### config.mk
export PLATFORM = sky130hd
export DESIGN_NAME = capture_ctrl
export DESIGN_NICKNAME = d
export VERILOG_FILES = /design/src/rtl/capture_ctrl.sv
export SDC_FILE = /design/constraint.sdc
export NUM_CORES = 1
export LEC_CHECK = 0
export BUFFER_PORTS_ARGS = -buffer_cell sky130_fd_sc_hd__buf_2
export CORE_ASPECT_RATIO = 0.5
export CORE_MARGIN = 4
export CORE_UTILIZATION = 55
export DETAILED_ROUTE_END_ITERATION = 10
export HOLD_SLACK_MARGIN = 0.06
export PLACE_DENSITY = 0.82
export SLEW_MARGIN = 40
export SYNTH_ARGS = -nofsm -noshare
export SYNTH_HDL_FRONTEND = slang
export SYNTH_SLANG_ARGS = --single-unit
### constraint.sdc
create_clock -name clk -period 4.8 [get_ports clk]
set_input_delay 0.72 -clock clk [delete_from_list [all_inputs] [get_ports clk]]
set_output_delay 0.72 -clock clk [all_outputs]
set_load 0.05 [all_outputs]
### src/rtl/capture_ctrl.sv
// capture_ctrl: capture sequencer between the word packer and the FIFO write side.
// Flow: arm, wait for a trigger match, write a programmed number of words, stop.
// Ports:
//   clk, rst_n      - capture clock, async active-low reset
//   arm, abort      - single-cycle control pulses (abort wins)
//   force_trig      - while ARMED, next valid word triggers unconditionally
//   cfg_trig_mask   - trigger compare mask (latched on arm)
//   cfg_trig_value  - trigger compare value (latched on arm)
//   cfg_post_count  - words to capture incl. trigger word, 0 = unlimited (latched on arm)
//   valid_in, data_in - packer word stream
//   fifo_full       - FIFO write-side full flag
//   wr_en_out, data_out - registered FIFO write port
//   state_out, triggered, done, overflow, words_captured - registered status
// Optional: define CAPTURE_CTRL_EDGE_TRIG_EN for an edge-sensitive trigger.
module capture_ctrl #(
    parameter int DATA_LEN = 32,
    parameter int CNT_LEN  = 16
) (
    input  logic                clk,
    input  logic                rst_n,
    input  logic                arm,
    input  logic                abort,
    input  logic                force_trig,
    input  logic [DATA_LEN-1:0] cfg_trig_mask,
    input  logic [DATA_LEN-1:0] cfg_trig_value,
    input  logic [CNT_LEN-1:0]  cfg_post_count,
    input  logic                valid_in,
    input  logic [DATA_LEN-1:0] data_in,
    input  logic                fifo_full,
    output logic                wr_en_out,
    output logic [DATA_LEN-1:0] data_out,
    output logic [1:0]          state_out,
    output logic                triggered,
    output logic                done,
    output logic                overflow,
    output logic [CNT_LEN-1:0]  words_captured
);
    typedef enum logic [1:0] {IDLE = 2'd0, ARMED = 2'd1, CAPTURE = 2'd2, DONE = 2'd3} state_t;
    state_t              state_q, state_d;
    logic [DATA_LEN-1:0] mask_q, mask_d, value_q, value_d, data_q, data_d;
    logic [CNT_LEN-1:0]  post_q, post_d, remain_q, remain_d, cnt_q, cnt_d;
    logic                wr_q, wr_d, trig_q, trig_d, ovf_q, ovf_d;
    logic                match, hit, take;
    assign match = valid_in && ((data_in & mask_q) == (value_q & mask_q));
`ifdef CAPTURE_CTRL_EDGE_TRIG_EN
    // Set only once a valid word has been seen in ARMED and failed to match,
    // so the first word after arm can never produce an edge.
    logic prev_miss_q, prev_miss_d;
    assign hit = valid_in && (force_trig || (match && prev_miss_q));
`else
    assign hit = valid_in && (force_trig || match);
`endif
    always_ff @(posedge clk or negedge rst_n) begin
        if (!rst_n) begin
            state_q  <= IDLE;
            mask_q   <= '0;
            value_q  <= '0;
            data_q   <= '0;
            post_q   <= '0;
            remain_q <= '0;
            cnt_q    <= '0;
            wr_q     <= 1'b0;
            trig_q   <= 1'b0;
            ovf_q    <= 1'b0;
`ifdef CAPTURE_CTRL_EDGE_TRIG_EN
            prev_miss_q <= 1'b0;
`endif
        end else begin
            state_q  <= state_d;
            mask_q   <= mask_d;
            value_q  <= value_d;
            data_q   <= data_d;
            post_q   <= post_d;
            remain_q <= remain_d;
            cnt_q    <= cnt_d;
            wr_q     <= wr_d;
            trig_q   <= trig_d;
            ovf_q    <= ovf_d;
`ifdef CAPTURE_CTRL_EDGE_TRIG_EN
            prev_miss_q <= prev_miss_d;
`endif
        end
    end
    always_comb begin
        state_d  = state_q;
        mask_d   = mask_q;
        value_d  = value_q;
        data_d   = data_q;
        post_d   = post_q;
        remain_d = remain_q;
        cnt_d    = cnt_q;
        wr_d     = 1'b0;
        trig_d   = trig_q;
        ovf_d    = ovf_q;
        take     = 1'b0;
`ifdef CAPTURE_CTRL_EDGE_TRIG_EN
        prev_miss_d = prev_miss_q;
`endif
        if (abort) begin
            state_d = IDLE;
        end else begin
            case (state_q)
                IDLE, DONE: begin
                    if (arm) begin
                        state_d  = ARMED;
                        mask_d   = cfg_trig_mask;
                        value_d  = cfg_trig_value;
                        post_d   = cfg_post_count;
                        remain_d = cfg_post_count;
                        cnt_d    = '0;
                        trig_d   = 1'b0;
                        ovf_d    = 1'b0;
`ifdef CAPTURE_CTRL_EDGE_TRIG_EN
                        prev_miss_d = 1'b0;
`endif
                    end
                end
                ARMED: begin
`ifdef CAPTURE_CTRL_EDGE_TRIG_EN
                    if (valid_in) prev_miss_d = !match;
`endif
                    if (hit) begin
                        state_d = CAPTURE;
                        trig_d  = 1'b1;
                        take    = 1'b1;
                    end
                end
                CAPTURE: take = valid_in;
            endcase
            // The trigger word and every later valid word go through the same write path.
            if (take) begin
                if (fifo_full) begin
                    ovf_d = 1'b1;
                end else begin
                    wr_d   = 1'b1;
                    data_d = data_in;
                    cnt_d  = &cnt_q ? cnt_q : cnt_q + 1'b1;
                    if (post_q != '0) begin
                        remain_d = remain_q - 1'b1;
                        if (remain_q == CNT_LEN'(1)) state_d = DONE;
                    end
                end
            end
        end
    end
    assign wr_en_out      = wr_q;
    assign data_out       = data_q;
    assign state_out      = state_q;
    assign triggered      = trig_q;
    assign done           = (state_q == DONE);
    assign overflow       = ovf_q;
    assign words_captured = cnt_q;
endmodule

==> results of run 1 <==
-- logic make-up after synthesis --
| kind of cell | after synthesis | share of synthesized area, % |
|---|---|---|
| AND/OR/NAND/NOR | 348 | 21.7 |
| flip-flops | 149 | 53.2 |
| adder cells (fa/ha/maj) | 7 | 1.25 |
| XOR/XNOR | 32 | 4.00 |
| buffers and inverters | 53 | 3.18 |
| multiplexers | 32 | 5.14 |
| AO/OA/AOI/OAI | 115 | 11.5 |
-- sequential cells by signal, summed over array words and instances (netlist names) --
name and cells:
data_out 32, mask_q 32, value_q 32, post_q 16, remain_q 16, words_captured 16, state_out 2, overflow 1
triggered 1, wr_en_out 1
-- critical path: stages --
cell,delay [ns]
buf_2,0.12
xor2_1,0.16
a22oi_1,0.28
nand4_1,0.16
nor4_1,0.34
buf_4,0.21
o211ai_1,0.30
buf_4,0.28
a21oi_1,0.31
buf_4,0.24
nor2_1,0.05
nor4_1,0.26
-- worst max-delay path by stage --
stage | to | start | slack, ns | cells after the start
2_1_floorplan | data_out[0]$_DFFE_PN0P_ | data_in[2] | 1.88 | 9
3_3_place_gp | words_captured[12]$_DFFE_PN0P_ | data_in[2] | 1.34 | 10
3_5_place_dp | words_captured[12]$_DFFE_PN0P_ | data_in[2] | 1.27 | 10
4_1_cts | words_captured[12]$_DFFE_PN0P_ | state_out[0]$_DFF_PN0_ | 1.55 | 9
5_1_grt | remain_q[3]$_DFFE_PN0N_ | data_in[10] | 1.38 | 12
6_report | remain_q[3]$_DFFE_PN0N_ | data_in[10] | 1.69 | 12
-- cell type report --
cell class / instances / area share (%)
Clock inverter: 13 / 1.71
Sequential cell: 149 / 43.1
Clock buffer: 19 / 5.12
Multi-Input combinational cell: 534 / 35.6
Tap cell: 165 / 2.39
Inverter: 18 / 0.781
Timing Repair Buffer: 185 / 11.2
-- power by group through the flow --
stage	registers, mW	clock network [mW]	logic, mW
floorplan	1.82	0	0.388
global route	1.68	1.41	0.901
global placement	1.66	0	0.788
detailed placement	1.67	0	0.812
finish	1.65	1.33	0.814
CTS	1.65	1.35	0.819
-- placed cells by master, fill, tap and decap left out, drive strengths merged, types with 3 or more instances in the layout --
cell type / count
and2: 5
o31ai: 5
dfrtp: 149
inv: 21
o22a: 13
nor2b: 3
clkbuf: 19
o21a: 5
nor3b: 3
ha: 7
nand2: 260
o211ai: 5
a21boi: 5
nor4: 10
and4: 5
and3: 3
nand4: 9
buf: 185
xor2: 32
a41oi: 4
or3: 3
nor2: 22
mux2: 32
clkinv: 7
a21oi: 16
o22ai: 5
or4: 4
o32a: 3
nor3: 11
a22oi: 19
a31oi: 8
o21ai: 18
-- per-layer routing --
metal	wire length (microns)	share of wire [%]	global-route usage [%]
met4	261	1.5	8.47
met2	8870	49	41.4
met3	1060	5.9	5.14
met1	7790	43	32.5
met5	0	0	0
==> impl_metrics.env, run 1 <==
export IMPL_dp_hpwl_mm=12.5
export IMPL_synth_flop_cell="dfrtp_1"
export IMPL_tightest_slew_ns=0.710
export IMPL_grt_pass1_vias=5974
export IMPL_cts_setup_buffers=0
export IMPL_wl_mm=18.0
export IMPL_yosys_area_top_type="dfrtp_1"
export IMPL_setup_viol=0
export IMPL_synthToLayoutAreaGrowth_pct=23.4
export IMPL_comb_power_share_pct=21.4
export IMPL_io_buffers=172
export IMPL_synth_top_cell_area_share_pct=53.2
export IMPL_grt_pass1_wl_mm=29.2
export IMPL_seqCellArea_sq_mm=0.00373
export IMPL_nets=1031
export IMPL_required_ns=5.12
export IMPL_synth_most_common_cell="nand2_1"
export IMPL_io_pins=173
export IMPL_p_int_mw=2.57
export IMPL_die_area_sq_mm=0.0147
export IMPL_n_antenna_cell=0
export IMPL_netSwitchingPower_mw=1.23
export IMPL_path_clk_slew_ns=0.06
export IMPL_worst_slew_margin_rel_pct=52.7
export IMPL_cts_resized=0
export IMPL_finalInstanceArea_sq_mm=0.00865
export IMPL_vdd_drop_max_uv=221
export IMPL_outcome="completed"
export IMPL_synth_nets=862
export IMPL_worst_slack_ns=1.69
export IMPL_fin_crit_ns=3.11
export IMPL_nFillCells=924
export IMPL_post_place_ws_ns=1.27
export IMPL_syn_inst=736
export IMPL_async_flop_share_pct=100
export IMPL_clock_skew_ns=0.0114
export IMPL_grt_usage_pct=24.6
export IMPL_die_y_microns=87.8
export IMPL_place_area_sq_mm=0.00805
export IMPL_fmax_ghz=0.322
export IMPL_report_final_slew_viol_count=0
export IMPL_clock_sinks=149
export IMPL_reg2reg_from="value_q[10]$_DFFE_PN0P_"
export IMPL_hold_class="in -> async"
export IMPL_synth_cell_types=61
export IMPL_fin_tns_setup_ns=0
export IMPL_multi_input_area_sq_mm=0.00308
export IMPL_cts_hold_buf=0
export IMPL_drc=0
export IMPL_avgSynthCellArea_sq_um=9.52
export IMPL_place_inst=1051
export IMPL_hold_violations=0
export IMPL_whs_ns=0.296
export IMPL_globalRoute_totalOverflow=0
export IMPL_seq_area_frac_synth_pct=53.2
export IMPL_grt_max_degree=67
export IMPL_rows=28
export IMPL_wl_per_cell_microns=16.6
export IMPL_power_density_mw_per_mm2=440
export IMPL_p_leak_nw=4.50
export IMPL_rsz0062_at_grt="no"
export IMPL_clk_latency_ns=0.42
export IMPL_cp_arrival_ns=3.42
export IMPL_r2r_setup_slack_ns=1.73
export IMPL_gp_congestion=0.868
export IMPL_drtPass1Iterations=5
export IMPL_ant_nets=0
export IMPL_cts_tree="done"
export IMPL_initial_core_util_pct=57.8
export IMPL_power_mw=3.80
export IMPL_critPathKind="in -> reg"
export IMPL_numCtsBuffers=17
export IMPL_viasPerCell=5.53
export IMPL_timing_rr_end="remain_q[3]$_DFFE_PN0N_"
export IMPL_drv_cap=0
export IMPL_h_tree_depth=4
export IMPL_endpoint_kind="register"
export IMPL_drtIter0Drc=517
export IMPL_coreArea_sq_mm=0.0121
export IMPL_fin_util_pct=71.3
export IMPL_cts_buffer_depth=2
export IMPL_swShare_pct=32.3
export IMPL_clkPwrFrac_pct=35.1
export IMPL_yosys_top_cells_count="260 x nand2_1, 149 x dfrtp_1, 32 x mux2_2, 32 x xor2_1, 27 x clkbuf_1"
export IMPL_reg2regPathDepth=11
export IMPL_drive_gt1_share_pct=28.5
export IMPL_root_buffer="clkbuf_16"
export IMPL_seqPwrFrac_pct=43.5
export IMPL_final_cells=1083
export IMPL_antenna_found_initial=0
export IMPL_route_vias_total=5987
export IMPL_die_w_microns=168
export IMPL_crit_path_start_kind="input pin"
export IMPL_ys_ff_latch=149
export IMPL_syn_area_sq_mm=0.00701
export IMPL_synth_edf_count=0
export IMPL_ys_warn_count=0
export IMPL_period_share_pct=64.7
export IMPL_synthTopCellsByArea="dfrtp_1 53%, nand2_1 14%, mux2_2 5.1%, xor2_1 4.0%, a22oi_1 2.0%"
export IMPL_critPathMaxFanout=9
No activity file was read; power rests on OpenSTA's default activity.
==> inputs of run 2 (changes only) <==
--- a/config.mk
+++ b/config.mk
@@ -8,10 +8,10 @@
 export BUFFER_PORTS_ARGS = -buffer_cell sky130_fd_sc_hd__buf_2
 export CORE_ASPECT_RATIO = 0.5
 export CORE_MARGIN = 4
-export CORE_UTILIZATION = 55
+export CORE_UTILIZATION = 48
 export DETAILED_ROUTE_END_ITERATION = 10
 export HOLD_SLACK_MARGIN = 0.06
-export PLACE_DENSITY = 0.82
+export PLACE_DENSITY = 0.76
 export SLEW_MARGIN = 40
 export SYNTH_ARGS = -nofsm -noshare
 export SYNTH_HDL_FRONTEND = slang
==> constraint.sdc (replaced) <==
create_clock -name clk -period 2.8 [get_ports clk]
set_input_delay 0.42 -clock clk [delete_from_list [all_inputs] [get_ports clk]]
set_output_delay 0.42 -clock clk [all_outputs]
set_load 0.05 [all_outputs]
==> run 2 against run 1 <==
Critical endpoint is now remain_q[13]$_DFFE_PN0N_; combinational power up 82%; non-clock buffer count increased by 26; critical path type is now reg -> reg; wire length increased by 2.7%; the flow now finishes with violations (negative setup slack); first-iteration DRC count down 1.7%; utilization decreased by 6.9 points; sequential power grew 71%; largest power group unchanged; sequential cell count did not move; sequential share of layout area decreased by 1.5 points.
==> impl_metrics.env, run 2 (synthesized netlist as in run 1, its figures left out) <==
export IMPL_outcome="finished, violations left"
export IMPL_violations="negative setup slack"
export IMPL_rsz0062_at_grt="yes"
export IMPL_nets=1057
export IMPL_antenna_found_initial=0
export IMPL_nFillCells=1174
export IMPL_power_mw=6.68
export IMPL_gp_congestion=0.879
export IMPL_critPathMaxFanout=3
export IMPL_critPathTopFamily="simple AND/OR/NAND/NOR gates"
export IMPL_path_clk_slew_ns=0.07
export IMPL_clock_sinks=149
export IMPL_final_cell_mix="259 x nand2_1, 171 x buf_2, 149 x dfrtp_1, 33 x buf_4"
export IMPL_root_buffer="clkbuf_16"
export IMPL_drtIter0Drc=508
export IMPL_viasPerCell=5.34
export IMPL_wl_mm=18.5
export IMPL_io_pins=173
export IMPL_coreArea_sq_mm=0.0139
export IMPL_drtPass1Iterations=5
export IMPL_required_ns=3.08
export IMPL_grt_pass1_vias=6013
export IMPL_grt_max_degree=78
export IMPL_grt_pass1_wl_mm=29.5
export IMPL_io_buffers=172
export IMPL_layout_commonest_cell="nand2_1"
export IMPL_crit_path_start_kind="register"
export IMPL_clk_latency_ns=0.41
export IMPL_numCtsBuffers=17
export IMPL_die_y_microns=93.4
export IMPL_hold_class="in -> reg"
export IMPL_cp_slowest_cell="or4b_4"
export IMPL_dp_hpwl_mm=13.2
export IMPL_tightest_slew_ns=0.601
export IMPL_cts_tree="done"
export IMPL_initial_core_util_pct=50.3
export IMPL_cp_arrival_ns=3.10
export IMPL_hold_violations=0
export IMPL_drive_gt1_share_pct=30.6
export IMPL_route_vias_total=6064
export IMPL_n_antenna_cell=0
export IMPL_worst_slack_ns=-0.0127
export IMPL_power_density_mw_per_mm2=746
export IMPL_grt_usage_pct=21.9
export IMPL_ant_nets=0
export IMPL_fin_crit_ns=2.81
export IMPL_fin_tns_setup_ns=-0.0127
export IMPL_period_share_pct=100
export IMPL_globalRoute_totalOverflow=0
export IMPL_worst_slew_margin_rel_pct=60.0
export IMPL_path_buf_inv=0
export IMPL_drv_cap=0
export IMPL_crit_path_frequent_cell="o22a_1"
export IMPL_fmax_ghz=0.356
export IMPL_synthToLayoutAreaGrowth_pct=27.9
export IMPL_vdd_drop_max_uv=496
export IMPL_die_area_sq_mm=0.0167
export IMPL_crit_path_cell_trace="or2_1 -> or4_4 -> or3_4 -> nor3_4 -> nor3b_4 -> or4b_4 -> o22a_1 -> o22a_1"
export IMPL_endpoint_kind="register"
export IMPL_clock_skew_ns=0.0129
export IMPL_cts_buffer_depth=2
export IMPL_report_final_slew_viol_count=0
export IMPL_post_place_ws_ns=-0.0472
export IMPL_setup_viol=1
export IMPL_drc=0
export IMPL_rows=30
export IMPL_wl_per_cell_microns=16.3
export IMPL_h_tree_depth=4
export IMPL_die_w_microns=179
export IMPL_critPathKind="reg -> reg"
export IMPL_slowest_delay_ns=0.49
export IMPL_p_leak_nw=4.65
[run 2: changes by cell type in the layout (fill, tap and decap cells not counted), moves of 2 or more]
cell	previous run	this run
buf_4	12	33
nor4_1	10	8
buf_12	0	5
nor4_2	0	2
[run 2: power breakdown]
group | internal [mW] | total [mW] | switching, mW
sequential | 2.56 | 2.82 | 0.266
combinational | 0.549 | 1.48 | 0.926
clock | 1.44 | 2.39 | 0.946
total | 4.55 | 6.68 | 2.14
[run 2: stage by stage]
stage	instance area (sq um)	hold slack, ns	utilization [%]	cells
after global placement	8290	0.447	59.5	1100
after floorplan	7010	0.124	-	736
final	8960	0.195	64.4	1136
after CTS	8910	0.181	64.0	1133
after global routing	8960	0.192	64.4	1136
after detailed placement	8290	0.458	59.5	1100
[run 2: cell type report]
type	instances	area [sq um]	area share, %
clock buffer	19	443	4.94
clock inverter	13	171	1.91
inverter	18	67.6	0.754
multi-input combinational	534	3090	34.5
sequential	149	3730	41.6
tap	192	240	2.68
timing repair buffer	211	1220	13.7
[run 2: timing repair]
action,CTS,global route
gates resized for setup,1,4
pin swaps,1,6
setup buffers,0,3
gates cloned,0,0
endpoints found under the hold margin,63,0
hold buffers,1,0
endpoints found under the setup margin,1,8
[run 2: final timing paths]
check / startpoint / endpoint / slack [ns] / cells after the start
hold reg to reg: mask_q[13]$_DFFE_PN0P_ / mask_q[13]$_DFFE_PN0P_ / 0.47 / 2
min in group asynchronous: rst_n / wr_en_out$_DFF_PN0_ / 0.60 / 2
setup / recovery: remain_q[2]$_DFFE_PN0N_ / remain_q[13]$_DFFE_PN0N_ / -0.01 / 8
setup reg to reg: remain_q[2]$_DFFE_PN0N_ / remain_q[13]$_DFFE_PN0N_ / -0.01 / 8
hold / removal: cfg_trig_value[4] / value_q[4]$_DFFE_PN0P_ / 0.20 / 3
max in group asynchronous: rst_n / mask_q[31]$_DFFE_PN0P_ / 1.40 / 3
[run 2: metal layers]
metal / up-vias / global-route usage [%] / part of all wire [%] / routed length [microns]
li1: 2894 / - / - / -
met1: 2953 / 29.4 / 44 / 8150
met2: 194 / 37.2 / 49 / 9090
met3: 23 / 4.36 / 5.3 / 972
met4: 0 / 4.79 / 1.3 / 246
met5: - / 0 / 0 / 0
[run 2: tightest hold or removal path, delay by kind of cell]
family	cells	cell delay [ns]
buf+inv	1	0.07
simple gates	2	0.08
==> inputs of run 3 (changes only) <==
--- a/config.mk
+++ b/config.mk
@@ -7,7 +7,7 @@
 export LEC_CHECK = 0
 export BUFFER_PORTS_ARGS = -buffer_cell sky130_fd_sc_hd__buf_2
 export CORE_ASPECT_RATIO = 0.5
-export CORE_MARGIN = 4
+export CORE_MARGIN = 3
 export CORE_UTILIZATION = 48
 export DETAILED_ROUTE_END_ITERATION = 10
 export HOLD_SLACK_MARGIN = 0.06
==> run 3 against run 2 <==
Wire length is 2.1% lower; die area is 3.2% lower; critical path depth stayed put; sequential share of layout area is 0.064 points lower; non-clock buffer count is 5 higher; hold slack worse by 0.0071 ns; global-route usage is 0.62 points higher; utilization is 0.27 points higher; the flow still finishes with violations (negative setup slack); sequential cell count stayed put; largest power group unchanged; clock-buffer cell count is 1 higher.
==> impl_metrics.env, run 3 (synthesized netlist as in run 1, its figures left out) <==
export IMPL_outcome="finished, violations left"
export IMPL_violations="negative setup slack"
export IMPL_path_clk_slew_ns=0.07
export IMPL_hold_class="in -> reg"
export IMPL_route_vias_total=6067
export IMPL_crit_path_cell_trace="or2_1 -> or4_4 -> or3_4 -> nor3_4 -> nor3b_4 -> or4b_4 -> o22a_1 -> o22a_1"
export IMPL_synthToLayoutAreaGrowth_pct=28.1
export IMPL_crit_path_frequent_cell="o22a_1"
export IMPL_grt_pass1_vias=6114
export IMPL_required_ns=3.10
export IMPL_report_final_slew_viol_count=0
export IMPL_gp_congestion=0.848
export IMPL_ant_nets=0
export IMPL_critPathKind="reg -> reg"
export IMPL_n_antenna_cell=0
export IMPL_drv_cap=0
export IMPL_grt_max_degree=88
export IMPL_place_inst=1102
export IMPL_fin_crit_ns=2.81
export IMPL_endpoint_kind="register"
export IMPL_holdCritStartpoint="cfg_trig_value[4]"
export IMPL_period_share_pct=100
export IMPL_cp_arrival_ns=3.11
export IMPL_viasPerCell=5.32
export IMPL_numCtsBuffers=17
export IMPL_fin_tns_setup_ns=-0.00946
export IMPL_dp_hpwl_mm=12.8
export IMPL_vdd_drop_max_uv=479
export IMPL_critPathMaxFanout=3
export IMPL_cp_slowest_cell="or4b_4"
export IMPL_final_cells=1141
export IMPL_drtIter0Drc=362
export IMPL_critPathTopFamily="simple AND/OR/NAND/NOR gates"
export IMPL_wl_per_cell_microns=15.8
export IMPL_drc=0
export IMPL_clk_latency_ns=0.42
export IMPL_layout_commonest_cell="nand2_1"
export IMPL_rsz0062_at_grt="yes"
export IMPL_drtPass1Iterations=5
export IMPL_rows=30
export IMPL_drive_gt1_share_pct=31.3
export IMPL_p_leak_nw=4.65
export IMPL_hold_violations=0
export IMPL_die_area_sq_mm=0.0162
export IMPL_min_delay_path_depth=3
export IMPL_setup_viol=1
export IMPL_cts_buffer_depth=2
export IMPL_path_buf_inv=0
export IMPL_fmax_ghz=0.356
export IMPL_clock_sinks=149
export IMPL_grt_pass1_wl_mm=29.7
export IMPL_antenna_found_initial=0
export IMPL_root_buffer="clkbuf_16"
export IMPL_critical_path_startpoint="remain_q[2]$_DFFE_PN0N_"
export IMPL_worst_slew_margin_rel_pct=59.3
export IMPL_clock_skew_ns=0.0137
export IMPL_die_w_microns=177
export IMPL_h_tree_depth=4
export IMPL_reg2reg_from="remain_q[2]$_DFFE_PN0N_"
export IMPL_io_pins=173
export IMPL_nets=1062
export IMPL_grt_usage_pct=22.6
export IMPL_globalRoute_totalOverflow=0
export IMPL_cts_tree="done"
export IMPL_worst_slack_ns=-0.00946
export IMPL_path_depth=8
export IMPL_reg2regPathDepth=8
export IMPL_coreArea_sq_mm=0.0139
export IMPL_final_cell_mix="259 x nand2_1, 171 x buf_2, 149 x dfrtp_1, 39 x buf_4"
export IMPL_initial_core_util_pct=50.5
export IMPL_power_density_mw_per_mm2=724
export IMPL_tightest_slew_ns=0.610
export IMPL_wl_mm=18.1
export IMPL_crit_path_start_kind="register"
export IMPL_slowest_delay_ns=0.48
export IMPL_io_buffers=172
export IMPL_die_y_microns=91.4
-- run 3: final timing paths --
check / end / slack (ns)
worst max register to register: remain_q[13]$_DFFE_PN0N_ / -0.009
max in group asynchronous: words_captured[14]$_DFFE_PN0P_ / 1.53
worst min register to register: mask_q[22]$_DFFE_PN0P_ / 0.47
worst min-delay path: value_q[4]$_DFFE_PN0P_ / 0.19
worst max-delay path: remain_q[13]$_DFFE_PN0N_ / -0.009
min in group asynchronous: data_out[17]$_DFFE_PN0P_ / 0.47
-- run 3: worst min-delay path: cells and delay by family --
| kind | cells | cell delay (ns) |
|---|---|---|
| simple gates | 2 | 0.08 |
| buf+inv | 1 | 0.07 |
-- run 3: through the flow --
step / util, % / setup WS, ns / power, mW / cell area [sq um] / hold WS [ns]
6_report: 64.6 / -0.00946 / 6.50 / 8980 / 0.188
5_1_grt: 64.6 / -0.0760 / 6.86 / 8980 / 0.186
4_1_cts: 64.0 / 0.0208 / 6.52 / 8890 / 0.177
3_5_place_dp: 59.8 / 0.0139 / 4.30 / 8300 / 0.347
3_3_place_gp: 59.8 / 0.0865 / 4.25 / 8300 / 0.347
2_1_floorplan: - / 0.00876 / 3.78 / 7010 / 0.124
-- run 3: final cells by class --
cell class                 count  area, sq um
clock buffer                  20          457
fill                        1137         4910
sequential                   149         3730
timing repair buffer         216         1250
inverter                      18         67.6
tap                          192          240
clock inverter                12          119
multi-input combinational    534         3120
-- run 3: what timing repair did --
item                                    CTS  global route
endpoints found under the setup margin    0            31
hold buffers                              1             0
endpoints found under the hold margin    37             0
buffers inserted                          0             6
gates resized for setup                   0             7
-- run 3: per-layer routing --
metal / GRT usage (%) / routed length, microns / vias up
met3: 3.76 / 800 / 25
li1: - / - / 2920
met2: 37.4 / 8830 / 167
met1: 30.5 / 8180 / 2955
met4: 6.99 / 251 / 0
met5: 0 / 0 / -
-- run 3: where the power goes --
group / total (mW) / internal [mW] / switching (mW)
registers: 2.82 / 2.56 / 0.266
clock network: 2.20 / 1.29 / 0.919
logic: 1.47 / 0.555 / 0.920
